### config.mk
export PLATFORM = sky130hd
export DESIGN_NAME = seq_divider
export DESIGN_NICKNAME = d
export VERILOG_FILES = /design/src/rtl/seq_divider.sv
export SDC_FILE = /design/constraint.sdc
export NUM_CORES = 1
export LEC_CHECK = 0
export ABC_CLOCK_PERIOD_IN_PS = 2400
export CAP_MARGIN = 20
export CORE_ASPECT_RATIO = 0.75
export CORE_UTILIZATION = 36
export DETAILED_ROUTE_END_ITERATION = 6
export DONT_BUFFER_PORTS = 1
export PLACE_DENSITY_LB_ADDON = 0.2
export SYNTH_ARGS = -nofsm -noshare
export SYNTH_HDL_FRONTEND = slang
export SYNTH_SLANG_ARGS = --single-unit
### constraint.sdc
create_clock -name clk -period 2.4 [get_ports clk]
set_input_delay 0 -clock clk [delete_from_list [all_inputs] [get_ports clk]]
set_output_delay 0 -clock clk [all_outputs]
set_load 0.03 [all_outputs]
### src/rtl/seq_divider.sv
// Sequential 8-bit restoring divider: operands arrive over one shared data_in
// port on two consecutive cycles, quotient and remainder leave over data_out.
module seq_divider (
    input  logic       clk,
    input  logic       rst,
    input  logic       start,
    input  logic [7:0] data_in,
    output logic [7:0] data_out,
    output logic       q_out,
    output logic       r_out,
    output logic       done,
    output logic       busy,
    output logic       div_zero
);

    localparam logic [2:0] IDLE   = 3'd0;
    localparam logic [2:0] LOAD_B = 3'd1;
    localparam logic [2:0] ITER   = 3'd2;
    localparam logic [2:0] RSLT1  = 3'd3;
    localparam logic [2:0] RSLT2  = 3'd4;

    logic [2:0] state;
    logic [7:0] a;
    logic [7:0] b;
    logic [7:0] q;
    logic [7:0] r;
    logic [2:0] cnt;

    // One restoring step. R is always below B, so s stays under 2*B and the
    // 9-bit difference never wraps; its top bit is the sign.
    logic [8:0] s;
    logic [8:0] t;

    always_comb begin
        s = {r, q[7]};
        t = s - {1'b0, b};
    end

    // NOTE: every register here is assigned with <= so all of them update from
    // the same pre-edge values, whatever order the statements are written in.
    always_ff @(posedge clk) begin
        if (rst) begin
            state    <= IDLE;
            a        <= 8'd0;
            b        <= 8'd0;
            q        <= 8'd0;
            r        <= 8'd0;
            cnt      <= 3'd0;
            div_zero <= 1'b0;
        end else begin
            case (state)
                IDLE: begin
                    if (start) begin
                        a        <= data_in;
                        r        <= 8'd0;
                        q        <= 8'd0;
                        div_zero <= 1'b0;
                        state    <= LOAD_B;
                    end
                end
                LOAD_B: begin
                    b <= data_in;
                    if (data_in != 8'd0) begin
                        q     <= a;
                        cnt   <= 3'd0;
                        state <= ITER;
                    end else begin
                        q        <= 8'hFF;
                        r        <= a;
                        div_zero <= 1'b1;
                        state    <= RSLT1;
                    end
                end
                ITER: begin
                    if (!t[8]) begin
                        r <= t[7:0];
                        q <= {q[6:0], 1'b1};
                    end else begin
                        r <= s[7:0];
                        q <= {q[6:0], 1'b0};
                    end
                    cnt <= cnt + 3'd1;
                    if (cnt == 3'd7) begin
                        state <= RSLT1;
                    end
                end
                RSLT1:   state <= RSLT2;
                RSLT2:   state <= IDLE;
                default: state <= IDLE;
            endcase
        end
    end

    // NOTE: defaults first so every path assigns every output and no latch forms.
    always_comb begin
        data_out = 8'd0;
        q_out    = 1'b0;
        r_out    = 1'b0;
        done     = 1'b0;
        busy     = 1'b1;
        case (state)
            IDLE: begin
                done = 1'b1;
                busy = 1'b0;
            end
            RSLT1: begin
                data_out = q;
                q_out    = 1'b1;
            end
            RSLT2: begin
                data_out = r;
                r_out    = 1'b1;
            end
            default: ;
        endcase
    end

endmodule

=== Yosys cells after proc, flatten, opt, wreduce, memory -nomap -nowiden ===
Index checks and enable logic that the tools add are counted.

* Bits of input ports: 11
* Word-level logic and storage cells: 50
* Bits in registers: 39
* Output and inout port bits: 13

* Reduce and logical (&&, ||, !) cells: 11
* Multiplexer cells: 21
* Eq/ne operators: 9
* Add/sub/neg operators: 2

{| class="wikitable"
|+ Operators by type and width
! cell !! count
|-
| $pmux W8 S3 || 2
|-
| $mux W8 || 4
|-
| $pmux W8 S2 || 1
|-
| $pmux W3 S4 || 1
|-
| $mux W3 || 3
|-
| $sub A9 B8 Y9 || 1
|-
| $mux W1 || 8
|-
| $ne A2 B2 Y1 const B || 4
|-
| $reduce_and A2 Y1 || 4
|-
| $reduce_bool A8 Y1 || 1
|-
| $eq A3 B2 Y1 const B || 2
|-
| $eq A3 B3 Y1 const B || 2
|-
| $pmux W3 S2 || 1
|-
| $reduce_and A3 Y1 || 2
|-
| $reduce_bool A2 Y1 || 2
|-
| $add A3 B1 Y3 const B || 1
|-
| $eq A3 B1 Y1 const B || 1
|-
| $logic_not A3 Y1 || 1
|-
| $reduce_bool A3 Y1 || 1
|-
| $pmux W1 S2 || 1
|}

=== Logic depth before layout (Yosys ltp) ===
Gate-level depths: netlist (run 1).

* Word-level depth: 3
* Mapped depth: 10

=== Least setup slack after synthesis (run 1) ===
OpenSTA, ideal clock, no wires.

* Path kind: reg-to-reg
* From: reg q[7]
* To: reg r[0]
* Library setup time: 0.062 ns
* Slack: 0.215 ns
* Data required time: 2.338 ns
* Stages on the path, launching flop included: 11
* Period minus slack after synthesis: 2.185 ns
* Arrival: 2.123 ns
* Cells stage by stage: dfxtp_1 > inv_1 > ha_1 > inv_1 > fa_1 > a21o_2 > nand4_2 > a31oi_4 > xor2_2 > or4_1 > nand3_1

* Longest elaborated chain between the ends: 3

{| class="wikitable"
|+ Ends and longest elaborated chain
! item !! line !! text
|-
| start: declaration || 25 || <nowiki>logic [7:0] q;</nowiki>
|-
| start signal: assignment || 77 || <nowiki>q <= {q[6:0], 1'b1};</nowiki>
|-
| start signal: assignment || 80 || <nowiki>q <= {q[6:0], 1'b0};</nowiki>
|-
| $sub A9 B8 Y9 || 36 || <nowiki>t = s - {1'b0, b};</nowiki>
|-
| $mux W8 (*) || 75 || <nowiki>if (!t[8]) begin</nowiki>
|-
| $pmux W8 S3 (*) || 51 || <nowiki>case (state)</nowiki>
|-
| end signal: assignment || 76 || <nowiki>r <= t[7:0];</nowiki>
|-
| end signal: assignment || 79 || <nowiki>r <= s[7:0];</nowiki>
|-
| end: declaration || 26 || <nowiki>logic [7:0] r;</nowiki>
|}

Every way passes the cells marked *; elsewhere a longest branch is shown, timed or not.
A chain may end at the register's enable or synchronous reset.

=== Final worst setup path (run 1) ===
Ends and elaborated chain as after synthesis.

==> results by group, run 1 <==
Floorplanning
  – Core ar.: 5856 sq um
  – Initial Util: 37.44%
  – DIE WIDTH: 92.11 microns
  – # IOs: 24
  – Full die area: 6409 sq um
  – Row Count: 24
  – Die Ht: 69.58 microns

Yosys
  – Ys async rst share: 0%
  – Syn_nets: 284
  – Synthesized flop and latch total: 39
  – Post-synthesis sequential area ratio: 35.62%
  – Post-Synthesis Cells: 262
  – Mapped Area: 2192 sq um
  – Yosys cell types: 50
  – Mean Syn Cell Area: 8.367 sq um
  – Post-synth EDFFs: 0
  – Top FF cell, synth: dfxtp_1
  – Number of synthesis warnings: 0

Critical path
  – Crit path capture type: flop
  – CP Class: reg2reg
  – CP Data Required Time: 2640 ps
  – Crit-path max FO: 5
  – Critical Path Source Type: flop
  – Flop-to-flop setup slack: 140 ps
  – Worst-case reg-to-reg path depth: 10
  – CP Data Arrival Time: 2510 ps

Timing
  – Final hold violation count: 0
  – Final setup violating endpoints: 0
  – Final period util: 94.35%
  – Slew HR: 45.76%
  – Achievable frequency: 0.4416 GHz
  – Worst-Margin Slew: 808.7 ps
  – Slew Viols, Final: 0
  – Worst hold slack: 34.70 ps
  – Tmin final: 2265 ps
  – Total negative slack: 0 ps
  – RSZ-0062 raised after global routing: false
  – Clk_skew: 11.82 ps

Power
  – Clock Power Share: 26.8%
  – Static leakage: 0.0009624 uW
  – Total power draw: 1698 uW
  – IR drop worst, VDD: 244.6 uV
  – Comb pwr share: 30.5%
  – Sw frac: 33.68%
  – NetSw: 572.0 uW
  – Pwr/cell area: 653.5 nW/um^2
  – Internal Power: 1126 uW
  – Sequential power share: 42.8%

Finish
  – Core Util, Final: 44.38%
  – Ant diodes: 0
  – P&R area growth vs syn: 18.55%
  – Final instance area: 2599 sq um
  – Most frequent cells in the layout: nand2_1, dfxtp_1, a21oi_1
  – Layout cells sized above 1: 13.73%
  – Most common cell after layout, fill and taps aside: nand2_1
  – Final #Nets: 305

Clock network
  – CTS buffer count: 5
  – Clk slew on worst S/H paths: 80 ps
  – Skew-Pair Late Insertion Delay: 310 ps
  – CTS Sinks: 39
  – Root Buffer: clkbuf_8
  – CTS H-Tree Depth: 2
  – CTS tree: built
  – Worst-case clock buffer depth: 2

Job
  – Max_cap viols: 0

Global routing
  – M2 GR Usage: 27.53%
  – Vias in the first global route: 1949
  – Met1 Use GR: 29.70%
  – Overflow after GRT: 0
  – Tot GR Track Use: 19.92%
  – Largest net degree at the start of global routing: 38
  – Antenna violations before repair: 0
  – Global route hottest layer: met1
  – Met3 Use GR: 5.263%
  – First-pass GRT wire length: 9.949 mm

Place
  – Gp weighted congestion: 0.7964
  – IO buf count: 0
  – DP Area: 2285 sq um
  – Dpl hpwl: 4.265 mm

Run status
  – Status: completed

Min path
  – Hold Path Depth: 4
  – Min-Delay Path Class: in2reg

Routing
  – Drt pass-1 iters: 4
  – Antenna-violating nets left: 0
  – Avg Vias per Cell: 5.638
  – Final WL: 6.161 mm
  – DR iter-0 viols: 122
  – Drt drc: 0
  – Average wire per standard cell: 17.02 microns
  – Via count: 2041
-- flip-flops by register name, indices dropped and copies added (netlist names) --
signal,flops
b,8
r,8
q,8
cnt,3
state,3
div_zero,1
a,8
-- worst paths after layout --
| path | startpoint | endpoint |
|---|---|---|
| worst min-delay path | start | state[0] |
| worst max-delay path | q[7] | r[0] |
| worst min register to register | b[3] | b[3] |
| worst max register to register | q[7] | r[0] |
-- routing by layer --
metal | share of wire, % | vias to the layer above | routed length [microns]
met3 | 7.3 | 5 | 451
li1 | - | 991 | -
met1 | 50 | 973 | 3105
met4 | 0.88 | 0 | 54
met5 | 0 | - | 0
met2 | 41 | 72 | 2550
-- power groups by stage --
stage | Combinational, uW | Clock (uW) | Sequential, uW
after floorplan | 342 | 0 | 720
after global placement | 416 | 0 | 739
after detailed placement | 415 | 0 | 739
after CTS | 455 | 461 | 724
after global routing | 562 | 488 | 733
final | 518 | 454 | 726
-- layout make-up --
cell class	instances	area, sq um
Tap cell	78	97.59
Fill cell	608	3257
Sequential cell	39	782.0
Inverter	11	41.29
Clock buffer	6	72.57
Multi-Input combinational cell	198	1330
Timing Repair Buffer	28	262.8
Clock inverter	2	12.51
-- critical path: stages (launching register included) --
cell	delay (ps)
dfxtp_2	330
inv_1	70
ha_2	170
inv_1	50
fa_2	340
a21o_2	220
nand4_4	110
a31oi_4	130
xor2_4	190
or4_1	520
nand3_1	90
-- cell families (layout without fill, tap and decap cells) --
family | count (synthesis) | in the layout | share of synthesized area [%]
compound gates | 87 | 87 | 26.83
simple gates | 89 | 89 | 20.78
xor+xnor | 7 | 7 | 3.483
fa+ha+maj | 11 | 11 | 6.621
flops | 39 | 39 | 35.62
mux | 4 | 4 | 1.827
buf+inv | 25 | 47 | 4.852
-- cell usage after synthesis (all sizes together), types with 2 or more instances --
| cell type | n | area [sq um] |
|---|---|---|
| buf | 5 | 31.28 |
| o21a | 3 | 22.52 |
| inv | 11 | 41.29 |
| or3b | 2 | 17.52 |
| a22oi | 12 | 90.09 |
| o31ai | 2 | 20.02 |
| dfxtp | 39 | 780.8 |
| a21oi | 29 | 148.9 |
| nor2 | 20 | 82.58 |
| ha | 10 | 125.1 |
| nor4 | 3 | 31.28 |
| xor2 | 4 | 42.55 |
| a21o | 3 | 23.77 |
| a22o | 8 | 70.07 |
| and2 | 4 | 25.02 |
| o21ai | 13 | 68.81 |
| a211oi | 2 | 15.01 |
| a31oi | 5 | 46.29 |
| nor3b | 3 | 37.54 |
| xnor2 | 3 | 33.79 |
| nor3 | 5 | 25.02 |
| or4 | 4 | 30.03 |
| clkbuf | 9 | 33.78 |
| mux2i | 4 | 40.04 |
| and3b | 2 | 17.52 |
| nand2 | 41 | 153.9 |
| o22ai | 3 | 18.77 |
| nand3 | 2 | 10.01 |
-- per-stage QoR --
stage / setup WS [ps] / std cells
4_1_cts: 44.93 / 359
5_1_grt: 12.09 / 362
3_5_place_dp: 78.07 / 334
3_3_place_gp: 119.3 / 334
2_1_floorplan: 215.0 / 262
6_report: 135.5 / 362
-- what timing repair did --
action | 4_1_cts | 5_1_grt
hold endpoints to repair | 37 | 0
endpoints found under the setup margin | 0 | 6
hold buffers | 17 | 0
setup buffers | 0 | 3
gates resized for setup | 0 | 5
(Power assumes the default switching activity.)
==> run 2: changes to the inputs <==
--- a/config.mk
+++ b/config.mk
@@ -8,6 +8,7 @@
 export ABC_CLOCK_PERIOD_IN_PS = 2400
 export CAP_MARGIN = 20
 export CORE_ASPECT_RATIO = 0.75
+export CORE_MARGIN = 3
 export CORE_UTILIZATION = 36
 export DETAILED_ROUTE_END_ITERATION = 6
 export DONT_BUFFER_PORTS = 1
==> results by group, run 2 (synthesis gave the netlist of run 1 again) <==
Critical path
  – CP Data Required Time: 2640 ps (about the same)
  – Crit-path max FO: 8 (+3)
  – Worst path bufs/invs: 2 (unchanged)
  – Crit path capture type: flop
  – Flop-to-flop setup slack: 120 ps (-20 ps)
  – Levels on crit path: 10 (unchanged)
  – Critical Path Source Type: flop
  – Critical Path Max Stage Delay: 480 ps (-40 ps)
  – CP Class: reg2reg
  – Worst-case reg-to-reg path depth: 10 (unchanged)
  – Slowest CP cell: or4_1
  – Critical path origin: q[7]
  – Reg2reg end: r[0]
  – Most used cell, CP: inv_1
  – RR Startpoint: q[7]
  – CP cell instances: inv_1, ha_1, inv_1, fa_2, a21o_2, nand4_2, a31oi_4, xor2_4, or4_1, nand3_1
  – CP endpoint: r[0]
  – CP top delay family: simple AND/OR/NAND/NOR gates
  – CP Data Arrival Time: 2520 ps (about the same)

Power
  – Sw frac: 30.91% (-2.8 points)
  – Pwr/cell area: 680.2 nW/um^2 (+4.1%)
  – Internal Power: 1171 uW (+4.0%)
  – Total power draw: 1695 uW (-0.16%)
  – Sequential power share: 42.8% (about the same)
  – Static leakage: 0.0009003 uW (-6.4%)
  – NetSw: 524.1 uW (-8.4%)
  – IR drop worst, VDD: 301.3 uV (+23%)
  – Clock Power Share: 31.3% (+4.5 points)
  – Comb pwr share: 25.9% (-4.6 points)

Finish
  – Ant diodes: 0 (unchanged)
  – Fillers: 570 (-6.3%)
  – Final #Nets: 293 (-3.9%)
  – Most frequent cells in the layout: nand2_1, dfxtp_1, a21oi_1
  – Final instance area: 2492 sq um (-4.1%)
  – Layout cells sized above 1: 11.44% (-2.3 points)
  – Most common cell after layout, fill and taps aside: nand2_1
  – P&R area growth vs syn: 13.70%

Job
  – Max_cap viols: 0 (unchanged)

Min path
  – Min-Delay Path Class: in2reg

Run status
  – Status: completed

Floorplanning
  – DIE WIDTH: 96.11 microns (+4.3%)
  – Full die area: 7071 sq um (+10%)
  – Row Count: 23 (-4.2%)
  – Core ar.: 5612 sq um (-4.2%)
  – Initial Util: 39.06% (+1.6 points)
  – Die Ht: 73.58 microns (+5.7%)
  – # IOs: 24 (unchanged)

Routing
  – DR iter-0 viols: 155 (+27%)
  – Drt drc: 0 (unchanged)
  – Average wire per standard cell: 16.65 microns (-2.2%)
  – Drt pass-1 iters: 4 (unchanged)
  – Avg Vias per Cell: 5.540 (-1.7%)
  – Antenna-violating nets left: 0 (unchanged)
  – Final WL: 5.761 mm (-6.5%)
  – Via count: 1917 (-6.1%)

Timing
  – Slew HR: 46.31% (+0.55 points)
  – Setup ws final: 118.8 ps (-16.71 ps)
  – Total negative slack: 0 ps (unchanged)
  – Clk_skew: 6.271 ps (-5.546 ps)
  – Final setup violating endpoints: 0 (unchanged)
  – RSZ-0062 raised after global routing: false
  – Final period util: 95.05% (+0.70 points)
  – Tmin final: 2281 ps (+16.71 ps)
  – Slew Viols, Final: 0 (unchanged)
  – Worst-Margin Slew: 800.5 ps (-8.166 ps)
  – Final hold violation count: 0 (unchanged)
  – Achievable frequency: 0.4384 GHz (-0.73%)

Clock network
  – Worst-case clock buffer depth: 2 (unchanged)
  – CTS Sinks: 39 (unchanged)
  – # Post-CTS Setup Buffers: 0 (unchanged)
  – Root Buffer: clkbuf_8
  – CTS tree: built
  – CTS H-Tree Depth: 2 (unchanged)
  – Clk slew on worst S/H paths: 70 ps (about the same)
  – Skew-Pair Late Insertion Delay: 290 ps (-20 ps)
  – CTS buffer count: 5 (unchanged)

Global routing
  – Vias in the first global route: 1778 (-8.8%)
  – Antenna violations before repair: 0 (unchanged)
  – First-pass GRT wire length: 9.501 mm (-4.5%)
  – Overflow after GRT: 0 (unchanged)
  – Largest net degree at the start of global routing: 39 (+2.6%)
  – Tot GR Track Use: 17.82% (-2.1 points)

Place
  – Placement Setup Slack: 40.14 ps (-37.93 ps)
  – Dpl hpwl: 4.241 mm (-0.56%)
  – DP Area: 2266 sq um (-0.82%)
  – IO buf count: 0 (unchanged)
  – Gp weighted congestion: 0.8323 (+4.5%)
==> run 2: cell types whose count changed in the layout (fill, tap and decap cells not counted), sizes merged <==
| cell | before | now |
|---|---|---|
| dlygate4sd3 | 16 | 9 |
| buf | 12 | 7 |
| bufinv | 0 | 1 |
| clkinv | 1 | 0 |
| clkinvlp | 1 | 0 |
==> run 2: layout make-up <==
| cell class | count | area [sq um] | share of cell area [%] |
|---|---|---|---|
| clock buffer | 6 | 72.57 | 2.912 |
| clock inverter | 1 | 30.03 | 1.205 |
| inverter | 11 | 41.29 | 1.657 |
| multi-input combinational | 198 | 1319 | 52.91 |
| sequential | 39 | 780.7 | 31.33 |
| tap | 75 | 93.84 | 3.765 |
| timing repair buffer | 16 | 155.1 | 6.225 |
==> run 2: worst reg2reg max path, cell delays in order, from the launching register on <==
cell and delay [ps]:
dfxtp_1 330, inv_1 80, ha_1 160, inv_1 60, fa_2 340, a21o_2 210, nand4_2 120, a31oi_4 130
xor2_4 220, or4_1 490, nand3_1 90
==> run 2: metrics by stage <==
step                hold slack (ps)  cells  util (%)
finish                        32.64    346     44.41
global route                  52.64    346     44.41
CTS                           26.16    346     44.17
detailed placement            77.30    329     40.38
global placement              77.60    329     40.38
floorplan                     136.0    262         -
==> run 2: routing by layer <==
metal	share of wire, %	up-vias	global-route usage [%]	wire length [microns]
li1	-	963	-	-
met4	1.1	0	5.205	62
met5	0	-	0	0
met2	40	45	22.42	2320
met3	5.2	5	4.094	301
met1	53	904	28.98	3076
==> run 2: worst min path at each step <==
stage	startpoint	endpoint	cells past startpoint
3_5_place_dp	rst	q[0]	1
2_1_floorplan	data_in[1]	b[1]	2
6_report	rst	r[1]	2
3_3_place_gp	rst	q[6]	1
4_1_cts	rst	r[1]	2
5_1_grt	rst	r[1]	2
==> run 2: power by group through the flow <==
| stage | Clock [uW] | Sequential [uW] | Combinational [uW] |
|---|---|---|---|
| 2_1_floorplan | 0 | 720 | 342 |
| 5_1_grt | 571 | 731 | 490 |
| 6_report | 530 | 726 | 439 |
| 3_5_place_dp | 0 | 738 | 400 |
| 4_1_cts | 544 | 723 | 430 |
| 3_3_place_gp | 0 | 739 | 402 |
==> run 2: timing repair <==
| action | 4_1_cts | 5_1_grt |
|---|---|---|
| resized for setup | 0 | 2 |
| endpoints found under the hold margin | 38 | 0 |
| endpoints found under the setup margin | 0 | 6 |
| hold buffers | 10 | 0 |
==> run 3: changes to the inputs <==
--- a/config.mk
+++ b/config.mk
@@ -5,11 +5,12 @@
 export SDC_FILE = /design/constraint.sdc
 export NUM_CORES = 1
 export LEC_CHECK = 0
+export ABC_AREA = 1
 export ABC_CLOCK_PERIOD_IN_PS = 2400
 export CAP_MARGIN = 20
 export CORE_ASPECT_RATIO = 0.75
 export CORE_MARGIN = 3
-export CORE_UTILIZATION = 36
+export CORE_UTILIZATION = 50
 export DETAILED_ROUTE_END_ITERATION = 6
 export DONT_BUFFER_PORTS = 1
 export PLACE_DENSITY_LB_ADDON = 0.2
==> results by group, run 3 <==
Run status
  – Status: completed

Clock network
  – CTS H-Tree Depth: 2 (unchanged)
  – CTS Sinks: 39 (unchanged)
  – Post_cts resized: 0 (unchanged)
  – Clk slew on worst S/H paths: 80 ps (about the same)
  – Root Buffer: clkbuf_8
  – CTS buffer count: 5 (unchanged)
  – # Post-CTS Setup Buffers: 0 (unchanged)
  – CTS tree: built
  – Skew-Pair Late Insertion Delay: 290 ps (about the same)
  – Worst-case clock buffer depth: 2 (unchanged)
  – Hold_buf cts: 10 (unchanged)

Floorplanning
  – Die Ht: 65.13 microns (-11%)
  – Initial Util: 54.79% (+16 points)
  – Core ar.: 4254 sq um (-24%)
  – # IOs: 24 (unchanged)
  – Row Count: 20 (-13%)
  – Full die area: 5526 sq um (-22%)
  – DIE WIDTH: 84.84 microns (-12%)

Critical path
  – Worst-case reg-to-reg path depth: 13 (+3)
  – Crit path capture type: flop
  – Flop-to-flop setup slack: 340 ps (+220 ps)
  – Crit-path max FO: 7 (-1)
  – Reg2reg end: r[4]
  – CP Class: reg2reg
  – CP Data Arrival Time: 2290 ps (-230 ps)
  – RR Startpoint: q[7]
  – CP Data Required Time: 2630 ps (about the same)
  – Critical Path Source Type: flop

Yosys
  – Post-Synthesis Cells: 337 (+29%)
  – Mapped Area: 2331 sq um (+6.3%)
  – Syn_nets: 359 (+26%)
  – Synthesized flop and latch total: 39 (unchanged)
  – Yosys cell types: 33 (-34%)
  – Largest cells by area after synthesis: dfxtp_1, nand2_1, inv_1, ha_1, a21oi_2
  – Mean Syn Cell Area: 6.917 sq um (-17%)
  – Post-synthesis sequential area ratio: 33.49% (-2.1 points)
  – Yosys top cell by area: dfxtp_1
  – Most common cell in the netlist: nand2_1
  – Post-synth EDFFs: 0 (unchanged)
  – Top FF cell, synth: dfxtp_1
  – Number of synthesis warnings: 0 (unchanged)
  – Commonest cells post-synth: nand2_1, inv_1, dfxtp_1
  – Yosys top cell area share: 33.49% (-2.1 points)
  – Ys async rst share: 0% (unchanged)

Job
  – Max_cap viols: 0 (unchanged)

Routing
  – Antenna-violating nets left: 0 (unchanged)
  – Average wire per standard cell: 13.37 microns (-20%)
  – DR iter-0 viols: 180 (+16%)
  – Drt pass-1 iters: 4 (unchanged)
  – Final WL: 5.509 mm (-4.4%)
  – Via count: 2157 (+13%)
  – Drt drc: 0 (unchanged)
  – Avg Vias per Cell: 5.235 (-5.5%)

Power
  – Total power draw: 2642 uW (+56%)
  – IR drop worst, VDD: 418.6 uV (+39%)
  – Pwr/cell area: 1011 nW/um^2 (+49%)
  – Static leakage: 0.001235 uW (+37%)

Finish
  – Final #Nets: 378 (+29%)
  – Most common cell after layout, fill and taps aside: nand2_1
  – Ant diodes: 0 (unchanged)
  – P&R area growth vs syn: 12.13%
  – Most frequent cells in the layout: nand2_1, inv_1, dfxtp_1
  – Layout cells sized above 1: 13.17% (+1.7 points)

Timing
  – Final hold violation count: 0 (unchanged)
  – Total negative slack: 0 ps (unchanged)
  – Final period util: 85.68% (-9.4 points)
  – Achievable frequency: 0.4863 GHz (+11%)
  – Clk_skew: 4.273 ps (-1.998 ps)
  – Tmin final: 2056 ps (-225.0 ps)
  – Slew HR: 40.57% (-5.7 points)
  – Slew Viols, Final: 0 (unchanged)
  – RSZ-0062 raised after global routing: false
  – Final setup violating endpoints: 0 (unchanged)
  – Worst-Margin Slew: 890.5 ps (+89.95 ps)

Global routing
  – Vias in the first global route: 2071 (+16%)
  – Overflow after GRT: 0 (unchanged)
  – Antenna violations before repair: 0 (unchanged)
  – Largest net degree at the start of global routing: 33 (-15%)
  – First-pass GRT wire length: 9.342 mm (-1.7%)
  – Tot GR Track Use: 21.30% (+3.5 points)

Place
  – Dpl hpwl: 4.133 mm (-2.5%)
  – Gp weighted congestion: 0.8407 (+1.0%)
  – IO buf count: 0 (unchanged)

Min path
  – Min-Delay Path Class: in2reg
  – Hold worst-path end: a[0]
  – HP Start: start
  – Hold Path Depth: 4 (+2)
[run 3: cell count changes in the layout (fill, tap and decap cells not counted), moves of 5 or more]
cell and delta:
nor2_1 +7, o221ai_1 +6, o22ai_1 +5, a22o_1 -8
o21ai_0 +10, inv_1 +46, nand2_1 +44, a22oi_1 -12
nand3_1 +11, buf_4 +7, a21oi_1 -10, a21oi_2 +13
[run 3: per-stage QoR]
stage	cell area, sq um	instances	utilization, %	setup slack [ps]	hold WS (ps)
detailed placement	2430	394	57.12	373.2	73.10
floorplan	2331	337	-	262.4	134.9
finish	2614	412	61.44	343.8	148.7
CTS	2614	412	61.44	355.7	141.9
global route	2614	412	61.44	186.6	170.9
global placement	2430	394	57.12	473.9	71.58
[run 3: logic make-up (layout without fill, tap and decap cells)]
family | count (synthesis) | in the layout | synth area share (%)
AO/OA/AOI/OAI | 74 | 74 | 20.40
buffers and inverters | 71 | 91 | 12.67
XOR/XNOR | 3 | 3 | 1.127
flip-flops | 39 | 39 | 33.49
AND/OR/NAND/NOR | 139 | 139 | 26.09
adder cells (fa/ha/maj) | 11 | 11 | 6.227
[run 3: area by class of cell]
| cell class | count | area (sq um) |
|---|---|---|
| clock inverter | 3 | 15.01 |
| sequential | 39 | 780.7 |
| fill | 407 | 1640 |
| tap | 55 | 68.82 |
| clock buffer | 5 | 68.82 |
| timing repair buffer | 23 | 197.7 |
| multi-input combinational | 227 | 1255 |
| inverter | 60 | 227.7 |
[run 3: critical path, stage by stage, from the launching register on]
cell	delay, ps
dfxtp_1	300
inv_1	100
ha_1	160
inv_1	60
fa_1	390
nand2_1	70
nand2_1	80
nand3_1	140
nand2_1	90
nand2_1	90
nand2_1	160
nand2_1	120
nand3_1	100
a21oi_2	130
[run 3: worst max path at each step]
stage	startpoint	endpoint	slack [ps]
floorplan	state[2]	data_out[0]	260
global placement	q[7]	r[6]	470
detailed placement	q[7]	r[4]	370
CTS	q[7]	r[4]	360
global route	q[7]	r[4]	190
finish	q[7]	r[4]	340
[run 3: routing by layer]
layer	vias up	GRT usage, %	wire [microns]
met5	-	0	0
met4	0	5.731	53
met3	7	5.388	413
met2	64	32.23	2246
met1	967	30.19	2795
li1	1119	-	-
[run 3: power by group]
| part | total (uW) | internal (uW) | switching [uW] | leakage (uW) |
|---|---|---|---|---|
| clock network | 438 | 199 | 238 | 0.0000477 |
| registers | 818 | 751 | 66.6 | 0.000320 |
| logic | 1390 | 472 | 915 | 0.000867 |
| total | 2640 | 1420 | 1220 | 0.00123 |
